**config.mk**
```make
export PLATFORM = sky130hd
export DESIGN_NAME = nec_ir_receiver
export DESIGN_NICKNAME = d
export VERILOG_FILES = /design/src/rtl/nec_ir_receiver.sv
export SDC_FILE = /design/constraint.sdc
export NUM_CORES = 1
export LEC_CHECK = 0
export ABC_AREA = 1
export BUFFER_PORTS_ARGS = -buffer_cell sky130_fd_sc_hd__buf_2
export CAP_MARGIN = 5
export CORE_UTILIZATION = 55
export CTS_BUF_LIST = sky130_fd_sc_hd__clkbuf_4 sky130_fd_sc_hd__clkbuf_8
export DETAILED_ROUTE_END_ITERATION = 8
export PLACE_DENSITY = 0.69
export SETUP_SLACK_MARGIN = 0.1
export SLEW_MARGIN = 0
export SYNTH_ARGS = -nofsm -noshare
export SYNTH_HDL_FRONTEND = slang
export SYNTH_SLANG_ARGS = --single-unit
```
**constraint.sdc**
```tcl
create_clock -name clk -period 2 [get_ports clk]
set_clock_uncertainty 0.15 [all_clocks]
set_input_delay 0 -clock clk [delete_from_list [all_inputs] [get_ports clk]]
set_output_delay 0 -clock clk [all_outputs]
set_load 0.01 [all_outputs]
```
**src/rtl/nec_ir_receiver.sv**
```systemverilog
// NEC IR frame decoder: measures mark/space widths of the synchronized ir_rx line and checks leader, 32 LSB-first bits and stop burst.
// Define NEC_REPEAT_EN to add repeat-code detection (rpt pulse); otherwise a repeat-length leader space is reported as err.
module nec_ir_receiver #(
  parameter logic [19:0] LEAD_MARK_MIN    = 20'd400000,
  parameter logic [19:0] LEAD_MARK_MAX    = 20'd500000,
  parameter logic [19:0] LEAD_SPACE_MIN   = 20'd200000,
  parameter logic [19:0] LEAD_SPACE_MAX   = 20'd250000,
  parameter logic [19:0] RPT_SPACE_MIN    = 20'd100000,
  parameter logic [19:0] RPT_SPACE_MAX    = 20'd125000,
  parameter logic [19:0] BIT_MARK_MIN     = 20'd20000,
  parameter logic [19:0] BIT_MARK_MAX     = 20'd40000,
  parameter logic [19:0] BIT_SPACE_THRESH = 20'd56250,
  parameter logic [19:0] BIT_SPACE_MAX    = 20'd100000
) (
  input  logic       clk,
  input  logic       rst,
  input  logic       ir_rx,
  output logic [7:0] addr,
  output logic [7:0] cmd,
  output logic       valid,
  output logic       rpt,
  output logic       err,
  output logic       busy,
  output logic [2:0] rx_status
);

  typedef enum logic [2:0] {
    RX_IDLE       = 3'd0,
    RX_LEAD_MARK  = 3'd1,
    RX_LEAD_SPACE = 3'd2,
    RX_BIT_MARK   = 3'd3,
    RX_BIT_SPACE  = 3'd4,
    RX_STOP_MARK  = 3'd5,
    RX_RPT_MARK   = 3'd6
  } rx_state_t;

  rx_state_t   state_reg;
  logic        sync1_reg, ir_s_reg, ir_d_reg;
  logic [19:0] cnt_reg;
  logic [31:0] shreg_reg;
  logic [5:0]  bit_cnt_reg;
  logic [7:0]  addr_reg, cmd_reg;
  logic        valid_reg, err_reg;
  logic        fall, rise;
  logic        lead_mark_ok, lead_space_ok, rpt_space_ok;
  logic        bit_mark_ok, bit_space_ok, frame_ok;

  // Idle line is high, so the synchronizer resets to 1 to avoid a false fall.
  always_ff @(posedge clk) begin
    if (rst) begin
      sync1_reg <= 1'b1;
      ir_s_reg  <= 1'b1;
      ir_d_reg  <= 1'b1;
    end else begin
      sync1_reg <= ir_rx;
      ir_s_reg  <= sync1_reg;
      ir_d_reg  <= ir_s_reg;
    end
  end

  assign fall = ir_d_reg & ~ir_s_reg;
  assign rise = ~ir_d_reg & ir_s_reg;

  always_ff @(posedge clk) begin
    if (rst) begin
      cnt_reg <= '0;
    end else if (state_reg == RX_IDLE || fall || rise) begin
      cnt_reg <= '0;
    end else if (cnt_reg != '1) begin
      cnt_reg <= cnt_reg + 20'd1;
    end
  end

  assign lead_mark_ok  = (cnt_reg >= LEAD_MARK_MIN)  && (cnt_reg <= LEAD_MARK_MAX);
  assign lead_space_ok = (cnt_reg >= LEAD_SPACE_MIN) && (cnt_reg <= LEAD_SPACE_MAX);
  assign rpt_space_ok  = (cnt_reg >= RPT_SPACE_MIN)  && (cnt_reg <= RPT_SPACE_MAX);
  assign bit_mark_ok   = (cnt_reg >= BIT_MARK_MIN)   && (cnt_reg <= BIT_MARK_MAX);
  assign bit_space_ok  = (cnt_reg >= BIT_MARK_MIN)   && (cnt_reg <= BIT_SPACE_MAX);
  assign frame_ok      = (shreg_reg[15:8] == ~shreg_reg[7:0]) &&
                         (shreg_reg[31:24] == ~shreg_reg[23:16]);

`ifdef NEC_REPEAT_EN
  logic rpt_reg;
  logic have_frame_reg;
`endif

  always_ff @(posedge clk) begin
    if (rst) begin
      state_reg      <= RX_IDLE;
      shreg_reg      <= '0;
      bit_cnt_reg    <= '0;
      addr_reg       <= '0;
      cmd_reg        <= '0;
      valid_reg      <= 1'b0;
      err_reg        <= 1'b0;
`ifdef NEC_REPEAT_EN
      rpt_reg        <= 1'b0;
      have_frame_reg <= 1'b0;
`endif
    end else begin
      valid_reg <= 1'b0;
      err_reg   <= 1'b0;
`ifdef NEC_REPEAT_EN
      rpt_reg   <= 1'b0;
`endif
      case (state_reg)
        RX_IDLE: begin
          if (fall) state_reg <= RX_LEAD_MARK;
        end
        RX_LEAD_MARK: begin
          if (rise) begin
            if (lead_mark_ok) begin
              state_reg <= RX_LEAD_SPACE;
            end else begin
              err_reg   <= 1'b1;
              state_reg <= RX_IDLE;
            end
          end else if (cnt_reg > LEAD_MARK_MAX) begin
            err_reg   <= 1'b1;
            state_reg <= RX_IDLE;
          end
        end
        RX_LEAD_SPACE: begin
          if (fall) begin
            if (lead_space_ok) begin
              bit_cnt_reg <= '0;
              state_reg   <= RX_BIT_MARK;
`ifdef NEC_REPEAT_EN
            end else if (rpt_space_ok) begin
              state_reg <= RX_RPT_MARK;
`else
            end else if (rpt_space_ok) begin
              err_reg   <= 1'b1;
              state_reg <= RX_IDLE;
`endif
            end else begin
              err_reg   <= 1'b1;
              state_reg <= RX_IDLE;
            end
          end else if (cnt_reg > LEAD_SPACE_MAX) begin
            err_reg   <= 1'b1;
            state_reg <= RX_IDLE;
          end
        end
        RX_BIT_MARK: begin
          if (rise) begin
            if (bit_mark_ok) begin
              state_reg <= RX_BIT_SPACE;
            end else begin
              err_reg   <= 1'b1;
              state_reg <= RX_IDLE;
            end
          end else if (cnt_reg > BIT_MARK_MAX) begin
            err_reg   <= 1'b1;
            state_reg <= RX_IDLE;
          end
        end
        RX_BIT_SPACE: begin
          if (fall) begin
            if (bit_space_ok) begin
              // Bits arrive LSB first, so shifting in from the top leaves bit 0 at shreg[0].
              shreg_reg   <= {(cnt_reg >= BIT_SPACE_THRESH), shreg_reg[31:1]};
              bit_cnt_reg <= bit_cnt_reg + 6'd1;
              state_reg   <= (bit_cnt_reg == 6'd31) ? RX_STOP_MARK : RX_BIT_MARK;
            end else begin
              err_reg   <= 1'b1;
              state_reg <= RX_IDLE;
            end
          end else if (cnt_reg > BIT_SPACE_MAX) begin
            err_reg   <= 1'b1;
            state_reg <= RX_IDLE;
          end
        end
        RX_STOP_MARK: begin
          if (rise) begin
            if (bit_mark_ok && frame_ok) begin
              addr_reg       <= shreg_reg[7:0];
              cmd_reg        <= shreg_reg[23:16];
              valid_reg      <= 1'b1;
`ifdef NEC_REPEAT_EN
              have_frame_reg <= 1'b1;
`endif
            end else begin
              err_reg <= 1'b1;
            end
            state_reg <= RX_IDLE;
          end else if (cnt_reg > BIT_MARK_MAX) begin
            err_reg   <= 1'b1;
            state_reg <= RX_IDLE;
          end
        end
        RX_RPT_MARK: begin
`ifdef NEC_REPEAT_EN
          if (rise) begin
            if (bit_mark_ok && have_frame_reg) rpt_reg <= 1'b1;
            else                               err_reg <= 1'b1;
            state_reg <= RX_IDLE;
          end else if (cnt_reg > BIT_MARK_MAX) begin
            err_reg   <= 1'b1;
            state_reg <= RX_IDLE;
          end
`else
          state_reg <= RX_IDLE;
`endif
        end
        default: state_reg <= RX_IDLE;
      endcase
    end
  end

  assign addr      = addr_reg;
  assign cmd       = cmd_reg;
  assign valid     = valid_reg;
  assign err       = err_reg;
  assign busy      = (state_reg != RX_IDLE);
  assign rx_status = state_reg;
`ifdef NEC_REPEAT_EN
  assign rpt = rpt_reg;
`else
  assign rpt = 1'b0;
`endif

endmodule

```
# Yosys cells after proc, flatten, opt, wreduce, memory -nomap -nowiden
# Index checks and enable logic that the tools add are counted.
# totals
mem_bits_ro,0
output_inout_bits,23
latch_bits,0
input_bits,3
mem_bits_rw,0
mem_count,0
word_cells,104
register_bits,82
# classes
n_bitwise,8
n_reduce_logical,17
n_shift,0
mul,0
add_sub_neg,2
div_mod_pow,0
order_cmp,12
n_eq_ne,17
n_mux,37
# ops
operator,count
$mux 3,13
$mux 6,4
$add 20x1->20 const B,1
$ge 20x15->1 const B,1
$ge 20x16->1 const B,1
$ge 20x18->1 const B,1
$ge 20x19->1 const B,1
$gt 20x16->1 const B,1
$gt 20x17->1 const B,1
$gt 20x18->1 const B,1
$gt 20x19->1 const B,1
$le 20x16->1 const B,1
$le 20x17->1 const B,1
$le 20x18->1 const B,1
$le 20x19->1 const B,1
$ne 20x20->1 const B,1
$pmux 3 s6,1
$eq 8x8->1,2
$not 8->8,2
$mux 1,15
$pmux 6 s2,1
$ne 2x2->1 const B,5
$ne 3x3->1 const B,3
$add 6x1->6 const B,1
other kinds (18),32

# Longest topological paths before layout
# logic_depth
depth_word,7
ltp_mapped,15

# Worst setup path before layout
# OpenSTA, ideal clock, no wires.
# synth_path
kind,register to register
startpoint,register cnt_reg[0]
endpoint,register cnt_reg[3]
synth_period_minus_slack_ps,1808
required_time_ps,1733
arrival_ps,1540
path_stages_with_launch,14
path_slack_ps,192
n_path_buf,0
cell_sequence,dfxtp_1 > ha_1 > nand3_1 > nor2_1 > nand2_1 > inv_2 > nand3_1 > inv_1 > nand2_1 > nor2_4 > inv_2 > nand2_1 > xor2_1 > nor2_1
# synth_via
elab_chain_len,1
# synth_rtl
item,line_no,source
from (decl),39,logic [19:0] cnt_reg;
from (signal assigned),70,cnt_reg <= cnt_reg + 20'd1;
$add 20x1->20 or $ne 20x20->1 (tied branches),"70, 69",
# Parallel ways exist; a longest one is shown, timed or not.
# A chain may end at the register's enable or synchronous reset.

# Worst setup path in the final report
# layout_path
startpoint,register cnt_reg[5]
endpoint,register shreg_reg[26]
# layout_via
elab_chain_len,3
# layout_rtl
item,line_no,source
$ge 20x15->1 or $le 20x17->1 (tied branches),78,assign bit_space_ok = (cnt_reg >= BIT_MARK_MIN) && (cnt_reg <= BIT_SPACE_MAX);
$logic_and 1x1->1 *,78,
$reduce_and 3->1 (no line) *,--,
to (signal assigned),162,"shreg_reg <= {(cnt_reg >= BIT_SPACE_THRESH), shreg_reg[31:1]};"
to (decl),40,logic [31:0] shreg_reg;
# Mark *: on every way between the ends. The rest lies on a longest branch, timed or not.

==> results.ini <==
[worst_hold_path]
hp-class=reg2reg

[worst_setup_path]
critPathSlowestCell=dfxtp_4
critical-path-max-stage-delay_ns=0.39
critPathMaxFanout=10
cp-start-kind=flop
critical_path_class=reg2reg
rrSetupSlack_ns=0.02
crit_chain=inv_2 -> nor2_1 -> nand2_1 -> nor2_1 -> nand3_1 -> nand3_2 -> nand2_2 -> nor2_4 -> buf_6 -> buf_12 -> o21ai_0 -> a21oi_1
arrival_ns=2.11
path_common_cell=nor2_1
crit_path_end_kind=flop
critPathRequiredTime_ns=2.13

[global_route]
grt_pass1_vias=4788
grt_overflow=0
grt_max_degree=51
grt_pass1_wl_mm=22.1
grt_util_all_layers=0.329
antenna_found_initial=0

[finish]
largest_reg_flops=32
layout-drive-gt1-share=0.315
syn2layout_area_growth_pct=33.1
fin_nets=789
fin_area_sq_um=6000
diodes=0

[cts]
clk_latency_ns=0.37
cts.sinks=82
clk_pin_slew_ns=0.10
tritoncts=done
cts.path.max_buffers=2
root_buffer=clkbuf_8
htree_levels=3
cts_made_buffers=9

[die]
die_w_um=92.5
die_h_um=92.5
initial_core_util=0.575
ios=26
row_count=32
core_area_sq_um=7850
die-area_sq_um=8560

[timing]
finalMaxSlewViolations=0
grt_setup_unrepaired=true
fin_crit_ns=1.98
fmax_mhz=504
tns_ns=0
whs_ns=0.273
period_share=0.992
worst_slack_ns=0.0157
hold_viol=0
setup_viol=0

[synth]
synthDistinctLibCells=42
ys_ff_latch=82
netlist_instances=684
yosysMostFrequentCell=nand2_1
synth_area_leader_cell=dfxtp_1
ys_seq_area_frac=0.364
yosys.area.top_type_share=0.364
syn_area_per_cell_sq_um=6.59
ys_warn_count=0
syn_nets=690
synth_area_sq_um=4510
ys_top_cells_by_area=dfxtp_1, nand2_1, nor2_1
ys.flop_type=dfxtp_1
synth_common_cells=nand2_1, nor2_1, inv_1
async_reset_ff_frac=0
synth_edf_count=0

[power]
intPower_mw=2.29
p_comb_frac=0.049
irDropWorstVdd_mv=0.302
clockPowerShare=0.431
power_switching_mw=0.840
seqPwrFrac=0.521
power.total_mw=3.13
power.share.switching=0.268
total_leakage_power_nw=2.63
powerDensity_nw_per_um2=522

[job]
cap_violations=0

[placed_design]
gp_congestion=0.941
preCtsSetupSlack_ns=-0.109
portBuffers=24
dpl_cell_area_sq_um=5040
place_hpwl_mm=9.28

[drt]
drtAntennaViolNets=0
detail_route.wl_per_cell_um=16.3
dr.pass1.iters=5
route.detailed.drc=0
via_count=5072
via_per_inst=5.70
wl_mm=14.5
drt_iter0_drc=278

[outcome]
status=completed

==> what timing repair did <==
| action | in CTS | in global routing |
|---|---|---|
| gates cloned | 4 | 3 |
| resized for setup | 62 | 93 |
| pin swaps | 8 | 22 |
| setup endpoints to repair | 69 | 77 |
| endpoints found under the hold margin | 11 | 0 |
| hold buffers | 3 | 0 |
| setup buffers | 9 | 12 |
==> cell families after synthesis <==
group / count (synthesis) / synth area share
flip-flops: 82 / 0.364
XOR/XNOR: 13 / 0.0252
AND/OR/NAND/NOR: 338 / 0.337
buffers and inverters: 112 / 0.107
adder cells (fa/ha/maj): 3 / 0.00832
other: 1 / 0.000832
AO/OA/AOI/OAI: 135 / 0.157
==> layout make-up <==
| class | count | area (sq um) |
|---|---|---|
| Timing Repair Buffer | 108 | 907 |
| Clock buffer | 9 | 124 |
| Sequential cell | 82 | 1710 |
| Fill cell | 605 | 1840 |
| Multi-Input combinational cell | 493 | 2700 |
| Tap cell | 102 | 128 |
| Clock inverter | 7 | 92.6 |
| Inverter | 89 | 339 |
==> final timing paths <==
check                               start  cells past startpoint                    endpoint
setup / recovery  cnt_reg[5]$_SDFFE_PP0P_                     12  shreg_reg[26]$_SDFFE_PP0P_
hold / removal       sync1_reg$_SDFF_PP1_                      1         ir_s_reg$_SDFF_PP1_
setup reg to reg  cnt_reg[5]$_SDFFE_PP0P_                     12  shreg_reg[26]$_SDFFE_PP0P_
hold reg to reg      sync1_reg$_SDFF_PP1_                      1         ir_s_reg$_SDFF_PP1_
==> power groups by stage <==
stage	sequential, mW	clock (mW)	combinational [mW]
3_5_place_dp	1.68	0	0.131
2_1_floorplan	1.68	0	0.0882
6_report	1.63	1.35	0.153
5_1_grt	1.63	1.42	0.169
3_3_place_gp	1.68	0	0.131
4_1_cts	1.64	1.35	0.139
==> critical path: cells and delay by family, from the launching register on <==
family          cells  cell delay (ns)
buf+inv             3             0.31
simple gates        7             0.75
compound gates      2             0.28
flops               1             0.39
==> per-layer routing <==
layer | GRT usage | wire, um
met1 | 0.372 | 5590
met3 | 0.0542 | 887
met5 | 0 | 0
met4 | 0.163 | 834
met2 | 0.594 | 7180
==> cell usage in the layout, fill, tap and decap left out, types with 7 or more instances in the layout <==
master / instances
dfxtp_4: 13
xor2_1: 10
nor2_4: 9
a21oi_2: 12
a21oi_1: 45
dfxtp_1: 53
buf_4: 62
o21ai_2: 9
nor2_2: 12
nand4_1: 18
nand2_2: 10
inv_2: 14
buf_6: 13
o21ai_0: 40
o21ai_1: 22
nand3_1: 33
nor3_1: 9
nand3_2: 7
buf_2: 24
inv_1: 73
nor2_1: 98
dfxtp_2: 16
nand2_1: 118
clkbuf_8: 9
==> through the flow <==
step	util	instances
floorplan	-	684
global placement	0.642	843
detailed placement	0.642	843
CTS	0.711	875
global route	0.765	890
finish	0.765	890
No activity file was read; power rests on OpenSTA's default activity.
